## config.mk

```make
export PLATFORM = sky130hd
export DESIGN_NAME = receptor_sonar_ascii
export DESIGN_NICKNAME = d
export VERILOG_FILES = /design/src/rtl/receptor_sonar_ascii.sv
export SDC_FILE = /design/constraint.sdc
export NUM_CORES = 1
export LEC_CHECK = 0
export CORE_UTILIZATION = 65
export CTS_CLUSTER_DIAMETER = 30
export CTS_CLUSTER_SIZE = 40
export DETAILED_ROUTE_END_ITERATION = 6
export DONT_BUFFER_PORTS = 1
export PLACE_DENSITY = 0.81
export SLEW_MARGIN = 10
export SYNTH_ARGS = -nofsm -noshare
export SYNTH_HDL_FRONTEND = slang
export SYNTH_SLANG_ARGS = --single-unit
```

## constraint.sdc

```tcl
create_clock -name clock -period 4.9 [get_ports clock]
set_clock_uncertainty 0.2 [all_clocks]
set_input_delay 0.98 -clock clock [delete_from_list [all_inputs] [get_ports clock]]
set_output_delay 0.98 -clock clock [all_outputs]
set_load 0.02 [all_outputs]
```

## src/rtl/receptor_sonar_ascii.sv

```systemverilog
// Receiver for the sonar's 7O1 ASCII link: deserializes characters and parses
// "aaa,ddd#" frames into packed BCD angle/distance words with pronto/erro strobes.
module receptor_sonar_ascii #(
    parameter int CLKS_PER_BIT = 434
) (
    input  logic        clock,
    input  logic        reset,
    input  logic        entrada_serial,
    output logic [11:0] angulo,
    output logic [11:0] distancia,
    output logic        pronto,
    output logic        erro,
    output logic [3:0]  db_estado
);

    localparam int CNT_W = (CLKS_PER_BIT > 2) ? $clog2(CLKS_PER_BIT) : 2;
    localparam logic [CNT_W-1:0] CNT_FIM  = CNT_W'(CLKS_PER_BIT - 1);
    localparam logic [CNT_W-1:0] CNT_MEIO = CNT_W'(CLKS_PER_BIT / 2 - 1);

    typedef enum logic [2:0] {
        OCIOSO   = 3'd0,
        INICIO   = 3'd1,
        DADOS    = 3'd2,
        PARIDADE = 3'd3,
        PARADA   = 3'd4
    } rx_estado_t;

    typedef enum logic [3:0] {
        CENT_A    = 4'd0,
        DEZ_A     = 4'd1,
        UNI_A     = 4'd2,
        VIRGULA   = 4'd3,
        CENT_D    = 4'd4,
        DEZ_D     = 4'd5,
        UNI_D     = 4'd6,
        CERQUILHA = 4'd7
    } pa_estado_t;

    // Odd parity holds when data plus parity bit carry an odd number of ones.
    function automatic logic paridade_impar(input logic [6:0] dados, input logic par);
        return ^{dados, par};
    endfunction

    function automatic logic eh_digito(input logic [6:0] c);
        return (c >= 7'h30) && (c <= 7'h39);
    endfunction

    logic             r_sync1;
    logic             r_sync2;
    logic             w_rx;
    rx_estado_t       r_rx_estado;
    rx_estado_t       w_rx_prox;
    logic [CNT_W-1:0] r_cnt;
    logic [2:0]       r_nbit;
    logic [6:0]       r_dados;
    logic             r_par;
    logic             w_cnt_fim;
    logic             w_cnt_meio;
    logic             w_char_pronto;
    logic             w_char_ok;

    pa_estado_t       r_pa_estado;
    pa_estado_t       w_pa_prox;
    pa_estado_t       w_pa_seguinte;
    logic             w_aceita;
    logic             w_aceito;
    logic             w_rejeito;
    logic [11:0]      r_sombra_a;
    logic [11:0]      r_sombra_d;
    logic [11:0]      r_angulo;
    logic [11:0]      r_distancia;
    logic             r_pronto;
    logic             r_erro;

    assign w_rx       = r_sync2;
    assign w_cnt_fim  = (r_cnt == CNT_FIM);
    assign w_cnt_meio = (r_cnt == CNT_MEIO);
    assign w_char_ok  = paridade_impar(r_dados, r_par) && w_rx;

    // Two-stage synchronizer for the asynchronous serial line (idles high).
    always_ff @(posedge clock or negedge reset) begin
        if (!reset) begin
            r_sync1 <= 1'b1;
            r_sync2 <= 1'b1;
        end else begin
            r_sync1 <= entrada_serial;
            r_sync2 <= r_sync1;
        end
    end

    // Receiver state register.
    always_ff @(posedge clock or negedge reset) begin
        if (!reset) begin
            r_rx_estado <= OCIOSO;
        end else begin
            r_rx_estado <= w_rx_prox;
        end
    end

    // Receiver next state; the stop sample returns straight to idle.
    always_comb begin
        w_rx_prox     = r_rx_estado;
        w_char_pronto = 1'b0;
        case (r_rx_estado)
            OCIOSO: begin
                if (!w_rx) w_rx_prox = INICIO;
                else       w_rx_prox = OCIOSO;
            end
            INICIO: begin
                if (w_cnt_meio) begin
                    if (w_rx) w_rx_prox = OCIOSO;
                    else      w_rx_prox = DADOS;
                end else begin
                    w_rx_prox = INICIO;
                end
            end
            DADOS: begin
                if (w_cnt_fim && (r_nbit == 3'd6)) w_rx_prox = PARIDADE;
                else                               w_rx_prox = DADOS;
            end
            PARIDADE: begin
                if (w_cnt_fim) w_rx_prox = PARADA;
                else           w_rx_prox = PARIDADE;
            end
            PARADA: begin
                if (w_cnt_fim) begin
                    w_char_pronto = 1'b1;
                    w_rx_prox     = OCIOSO;
                end else begin
                    w_rx_prox = PARADA;
                end
            end
            default: begin
                w_rx_prox = OCIOSO;
            end
        endcase
    end

    // Bit timing counter, data shift register (LSB first) and parity capture.
    always_ff @(posedge clock or negedge reset) begin
        if (!reset) begin
            r_cnt   <= '0;
            r_nbit  <= 3'd0;
            r_dados <= 7'd0;
            r_par   <= 1'b0;
        end else begin
            case (r_rx_estado)
                INICIO: begin
                    r_nbit <= 3'd0;
                    if (w_cnt_meio) r_cnt <= '0;
                    else            r_cnt <= r_cnt + CNT_W'(1);
                end
                DADOS: begin
                    if (w_cnt_fim) begin
                        r_cnt   <= '0;
                        r_dados <= {w_rx, r_dados[6:1]};
                        r_nbit  <= r_nbit + 3'd1;
                    end else begin
                        r_cnt <= r_cnt + CNT_W'(1);
                    end
                end
                PARIDADE: begin
                    if (w_cnt_fim) begin
                        r_cnt <= '0;
                        r_par <= w_rx;
                    end else begin
                        r_cnt <= r_cnt + CNT_W'(1);
                    end
                end
                PARADA: begin
                    if (w_cnt_fim) r_cnt <= '0;
                    else           r_cnt <= r_cnt + CNT_W'(1);
                end
                default: begin
                    r_cnt  <= '0;
                    r_nbit <= 3'd0;
                end
            endcase
        end
    end

    // Parser state register.
    always_ff @(posedge clock or negedge reset) begin
        if (!reset) begin
            r_pa_estado <= CENT_A;
        end else begin
            r_pa_estado <= w_pa_prox;
        end
    end

    // Character acceptance per parser state and next-state selection.
    always_comb begin
        w_aceita      = 1'b0;
        w_pa_seguinte = CENT_A;
        case (r_pa_estado)
            CENT_A:    begin w_aceita = eh_digito(r_dados); w_pa_seguinte = DEZ_A;     end
            DEZ_A:     begin w_aceita = eh_digito(r_dados); w_pa_seguinte = UNI_A;     end
            UNI_A:     begin w_aceita = eh_digito(r_dados); w_pa_seguinte = VIRGULA;   end
            VIRGULA:   begin w_aceita = (r_dados == 7'h2C); w_pa_seguinte = CENT_D;    end
            CENT_D:    begin w_aceita = eh_digito(r_dados); w_pa_seguinte = DEZ_D;     end
            DEZ_D:     begin w_aceita = eh_digito(r_dados); w_pa_seguinte = UNI_D;     end
            UNI_D:     begin w_aceita = eh_digito(r_dados); w_pa_seguinte = CERQUILHA; end
            CERQUILHA: begin w_aceita = (r_dados == 7'h23); w_pa_seguinte = CENT_A;    end
            default:   begin w_aceita = 1'b0;               w_pa_seguinte = CENT_A;    end
        endcase
        w_aceito  = w_char_pronto && w_char_ok && w_aceita;
        w_rejeito = w_char_pronto && !(w_char_ok && w_aceita);
        if (w_rejeito) begin
            w_pa_prox = CENT_A;
        end else if (w_aceito) begin
            w_pa_prox = w_pa_seguinte;
        end else begin
            w_pa_prox = r_pa_estado;
        end
    end

    // Shadow digit capture, frame commit on '#', and one-cycle strobes.
    always_ff @(posedge clock or negedge reset) begin
        if (!reset) begin
            r_sombra_a  <= 12'h000;
            r_sombra_d  <= 12'h000;
            r_angulo    <= 12'h000;
            r_distancia <= 12'h000;
            r_pronto    <= 1'b0;
            r_erro      <= 1'b0;
        end else begin
            r_pronto <= w_aceito && (r_pa_estado == CERQUILHA);
            r_erro   <= w_rejeito;
            if (w_rejeito) begin
                r_sombra_a <= 12'h000;
                r_sombra_d <= 12'h000;
            end else if (w_aceito) begin
                case (r_pa_estado)
                    CENT_A:    r_sombra_a[11:8] <= r_dados[3:0];
                    DEZ_A:     r_sombra_a[7:4]  <= r_dados[3:0];
                    UNI_A:     r_sombra_a[3:0]  <= r_dados[3:0];
                    CENT_D:    r_sombra_d[11:8] <= r_dados[3:0];
                    DEZ_D:     r_sombra_d[7:4]  <= r_dados[3:0];
                    UNI_D:     r_sombra_d[3:0]  <= r_dados[3:0];
                    CERQUILHA: begin
                        r_angulo    <= r_sombra_a;
                        r_distancia <= r_sombra_d;
                    end
                    default: begin
                        r_sombra_a <= r_sombra_a;
                    end
                endcase
            end else begin
                r_sombra_a <= r_sombra_a;
            end
        end
    end

    assign angulo    = r_angulo;
    assign distancia = r_distancia;
    assign pronto    = r_pronto;
    assign erro      = r_erro;
    assign db_estado = r_pa_estado;

endmodule

```

==> run summary <==
Outcome: complete, no violations
Crit. End Element: flip-flop
Crit path time final: 3.45 ns
Worst skew pair latency: 0.36 ns
Flop2flop setup slack: 1.45 ns
Peak supply drop: 180 uV
Die ar.: 5760 um^2
Largest net degree at the start of global routing: 79
Power Density: 297 nW/um^2
Ports: 33
Die Y: 75.9 um
RSZ-0062 raised after global routing: false
Post-synth net total: 318
Startpoint type of the worst setup path: flip-flop
Worst path arrival time: 3.54 ns
Area of the mapped netlist: 3550 um^2
Hpwl dp: 4560 um
Critical R2R Launch: db_estado[1]$_DFFE_PN0P_
Ys Warns: 0
Setup Buffers After CTS: 0
Routed WL: 6760 um
Initial antenna violation count: 0
Root buf cell: clkbuf_8
CTS tree: done
R2r endpoint: r_sombra_d[3]$_DFFE_PN0P_
Length of the first detailed-routing pass in iterations: 4
CTS buffer count: 9
# fillers: 332
Area leader, netlist: dfrtp_1
Post-synthesis sequential area ratio: 0.551
Remaining routing DRC violations: 0
Fin nets: 324
DR WL/cell: 17.7 um
Top-area cell type share of the netlist area: 0.536
Synth cell types: 46
Post-synthesis mux area share: 0.0854
Post-synthesis register bit count: 78
Worst min path class: primary input to async pin
Worst-path clk slew: 0.08 ns
Synth Area in Simple Gates: 0.131
Max Slew Vio Count: 0
Drt via density: 6.01
IO buf count: 0
Fmax: 0.290 GHz
Clock sinks: 78
Hold Buf Count CTS: 0
Final Hold Fails: 0
Crit-path max FO: 14
Setup violators final: 0
GR Util All Layers: 0.268
Via count: 2296
Routed Antenna Nets: 0
Max-slew headroom: 0.363
Compound-gate portion of the synthesized area: 0.120
First-pass GRT wire length: 10900 um
Post-CTS Resized: 0
GPL Wtd Cong: 0.872
Adder-Cell Fraction of Synth Area: 0.0494
Crit path kind: flip-flop to flip-flop
Total gr overflow: 0
Largest cells by area after synthesis: dfrtp_1 54%, mux2_2 7.9%, ha_1 4.9%
Die X: 75.9 um
Ys async rst share: 1.00
Syn_area_per_cell: 11.8 um^2
CP required: 4.99 ns
Area grow syn2layout: 7.44%
Vias in the first global route: 2294
PnR worst setup slack: 1.45 ns
Pre-CTS setup slack: 1.50 ns
Core Footprint: 5170 um^2
Worst r2r path cells: 7
Post-synth EDFFs: 0
Synth Instances: 301
Max Cap Viol: 0
Layout cell share with drive strength beyond 1: 0.163
Row cnt: 26
Ys flop type: dfrtp_1
CTS max path bufs: 2
LEAKAGE: 0.00176 uW
Initial Util: 0.686
DRT iter0 DRCs: 255
Worst setup path startpoint: db_estado[1]$_DFFE_PN0P_
Setup TNS Final: 0 ns
Largest family of logic cells by synthesized area: simple AND/OR/NAND/NOR gates
Slew @ Worst Pin: 0.954 ns
Fin crit share: 0.704
H-tree depth: 3
Xor and xnor area share after synthesis: 0.0272
Ant. Diodes: 0
layer usage:
metal | global-route usage | up-vias | part of all wire
met3 | 0.0635 | 12 | 0.053
li1 | - | 1080 | -
met4 | 0.121 | 0 | 0.018
met1 | 0.365 | 1144 | 0.45
met5 | 0 | - | 0
met2 | 0.409 | 60 | 0.48
registers in the layout, summed over array words and instances (netlist names), 3 cells and up:
register / flops
distancia: 12
angulo: 12
db_estado: 3
r_nbit: 3
r_rx_estado: 3
r_sombra_d: 12
r_dados: 7
r_sombra_a: 12
r_cnt: 9
worst max-delay path by stage:
| stage | endpoint | slack, ns | cells past startpoint |
|---|---|---|---|
| final | r_sombra_d[3]$_DFFE_PN0P_ | 1.45 | 7 |
| after global routing | r_sombra_d[3]$_DFFE_PN0P_ | 1.18 | 7 |
| after CTS | r_sombra_d[3]$_DFFE_PN0P_ | 1.46 | 7 |
| after detailed placement | r_sombra_d[3]$_DFFE_PN0P_ | 1.50 | 7 |
| after global placement | r_sombra_d[11]$_DFFE_PN0P_ | 1.62 | 7 |
| after floorplan | angulo[0]$_DFFE_PN0P_ | 1.83 | 8 |
Yosys cell counts, drive strengths merged, types with 2 or more instances:
| cell type | count |
|---|---|
| nand2 | 18 |
| buf | 4 |
| o21ai | 17 |
| nor2 | 18 |
| nor3b | 2 |
| a22o | 16 |
| mux2 | 26 |
| dfstp | 2 |
| inv | 20 |
| dfrtp | 76 |
| o2bb2ai | 8 |
| nor3 | 13 |
| and3 | 2 |
| nand2b | 2 |
| clkbuf | 4 |
| a21oi | 3 |
| and4 | 2 |
| and2 | 5 |
| o22ai | 2 |
| nor4b | 2 |
| a22oi | 2 |
| ha | 14 |
| nand3 | 5 |
| o21a | 2 |
| nand4 | 4 |
| nor2b | 8 |
| xnor2 | 4 |
| xor2 | 7 |
placed cells by master (no fill, tap or decap), drive strengths merged, types with 2 or more instances in the layout:
cell type   n
nand2b      2
o2bb2ai     8
nor2b       8
a22oi       2
a22o       16
and3        2
nand4       4
inv        22
mux2       26
dfrtp      76
dfstp       2
clkinv      2
a21oi       3
and4        2
nor3b       2
buf         3
nor4b       2
nand2      18
nand3       5
xnor2       4
and2        5
o22ai       2
o21ai      17
o21a        2
clkbuf     10
xor2        7
ha         14
nor3       13
nor2       18
per-stage QoR:
step / area, um^2 / util / hold WS, ns / power, uW / instances
after CTS: 3810 / 0.737 / 0.0976 / 1140 / 382
after global placement: 3610 / 0.699 / 0.147 / 659 / 366
after floorplan: 3550 / - / 0.145 / 660 / 301
final: 3810 / 0.737 / 0.105 / 1130 / 382
after detailed placement: 3610 / 0.699 / 0.147 / 660 / 366
after global routing: 3810 / 0.737 / 0.0905 / 1160 / 382
layout make-up:
cell class	count	area (um^2)	share of cell area
Inverter	20	75.1	0.0197
Clock buffer	10	128	0.0335
Tap cell	70	87.6	0.0230
Sequential cell	78	1950	0.513
Timing Repair Buffer	3	22.5	0.00591
Multi-Input combinational cell	195	1480	0.387
Clock inverter	6	68.8	0.0181
cells by family after synthesis:
family                     Yosys count
adders and majority gates           14
xor gates and xnor gates            11
DFF                                 78
AOI/OAI and AO/OA                   58
muxes                               27
other                                1
buffers and inverters               28
and+or+nand+nor                     84
worst max-delay path, stage by stage (launching register included):
cell	delay [ns]
dfrtp_1	0.53
ha_1	0.29
nand2_1	0.11
or4_1	0.52
a2111oi_2	0.40
o311ai_2	0.37
nor3_1	0.69
a22o_1	0.27
where the power goes:
| part | total, uW | switching, uW | internal, uW |
|---|---|---|---|
| Clock | 486 | 247 | 239 |
| Combinational | 1.01 | 0.781 | 0.228 |
| Sequential | 646 | 1.11 | 645 |
| Total | 1130 | 249 | 884 |
(Power assumes the default switching activity.)
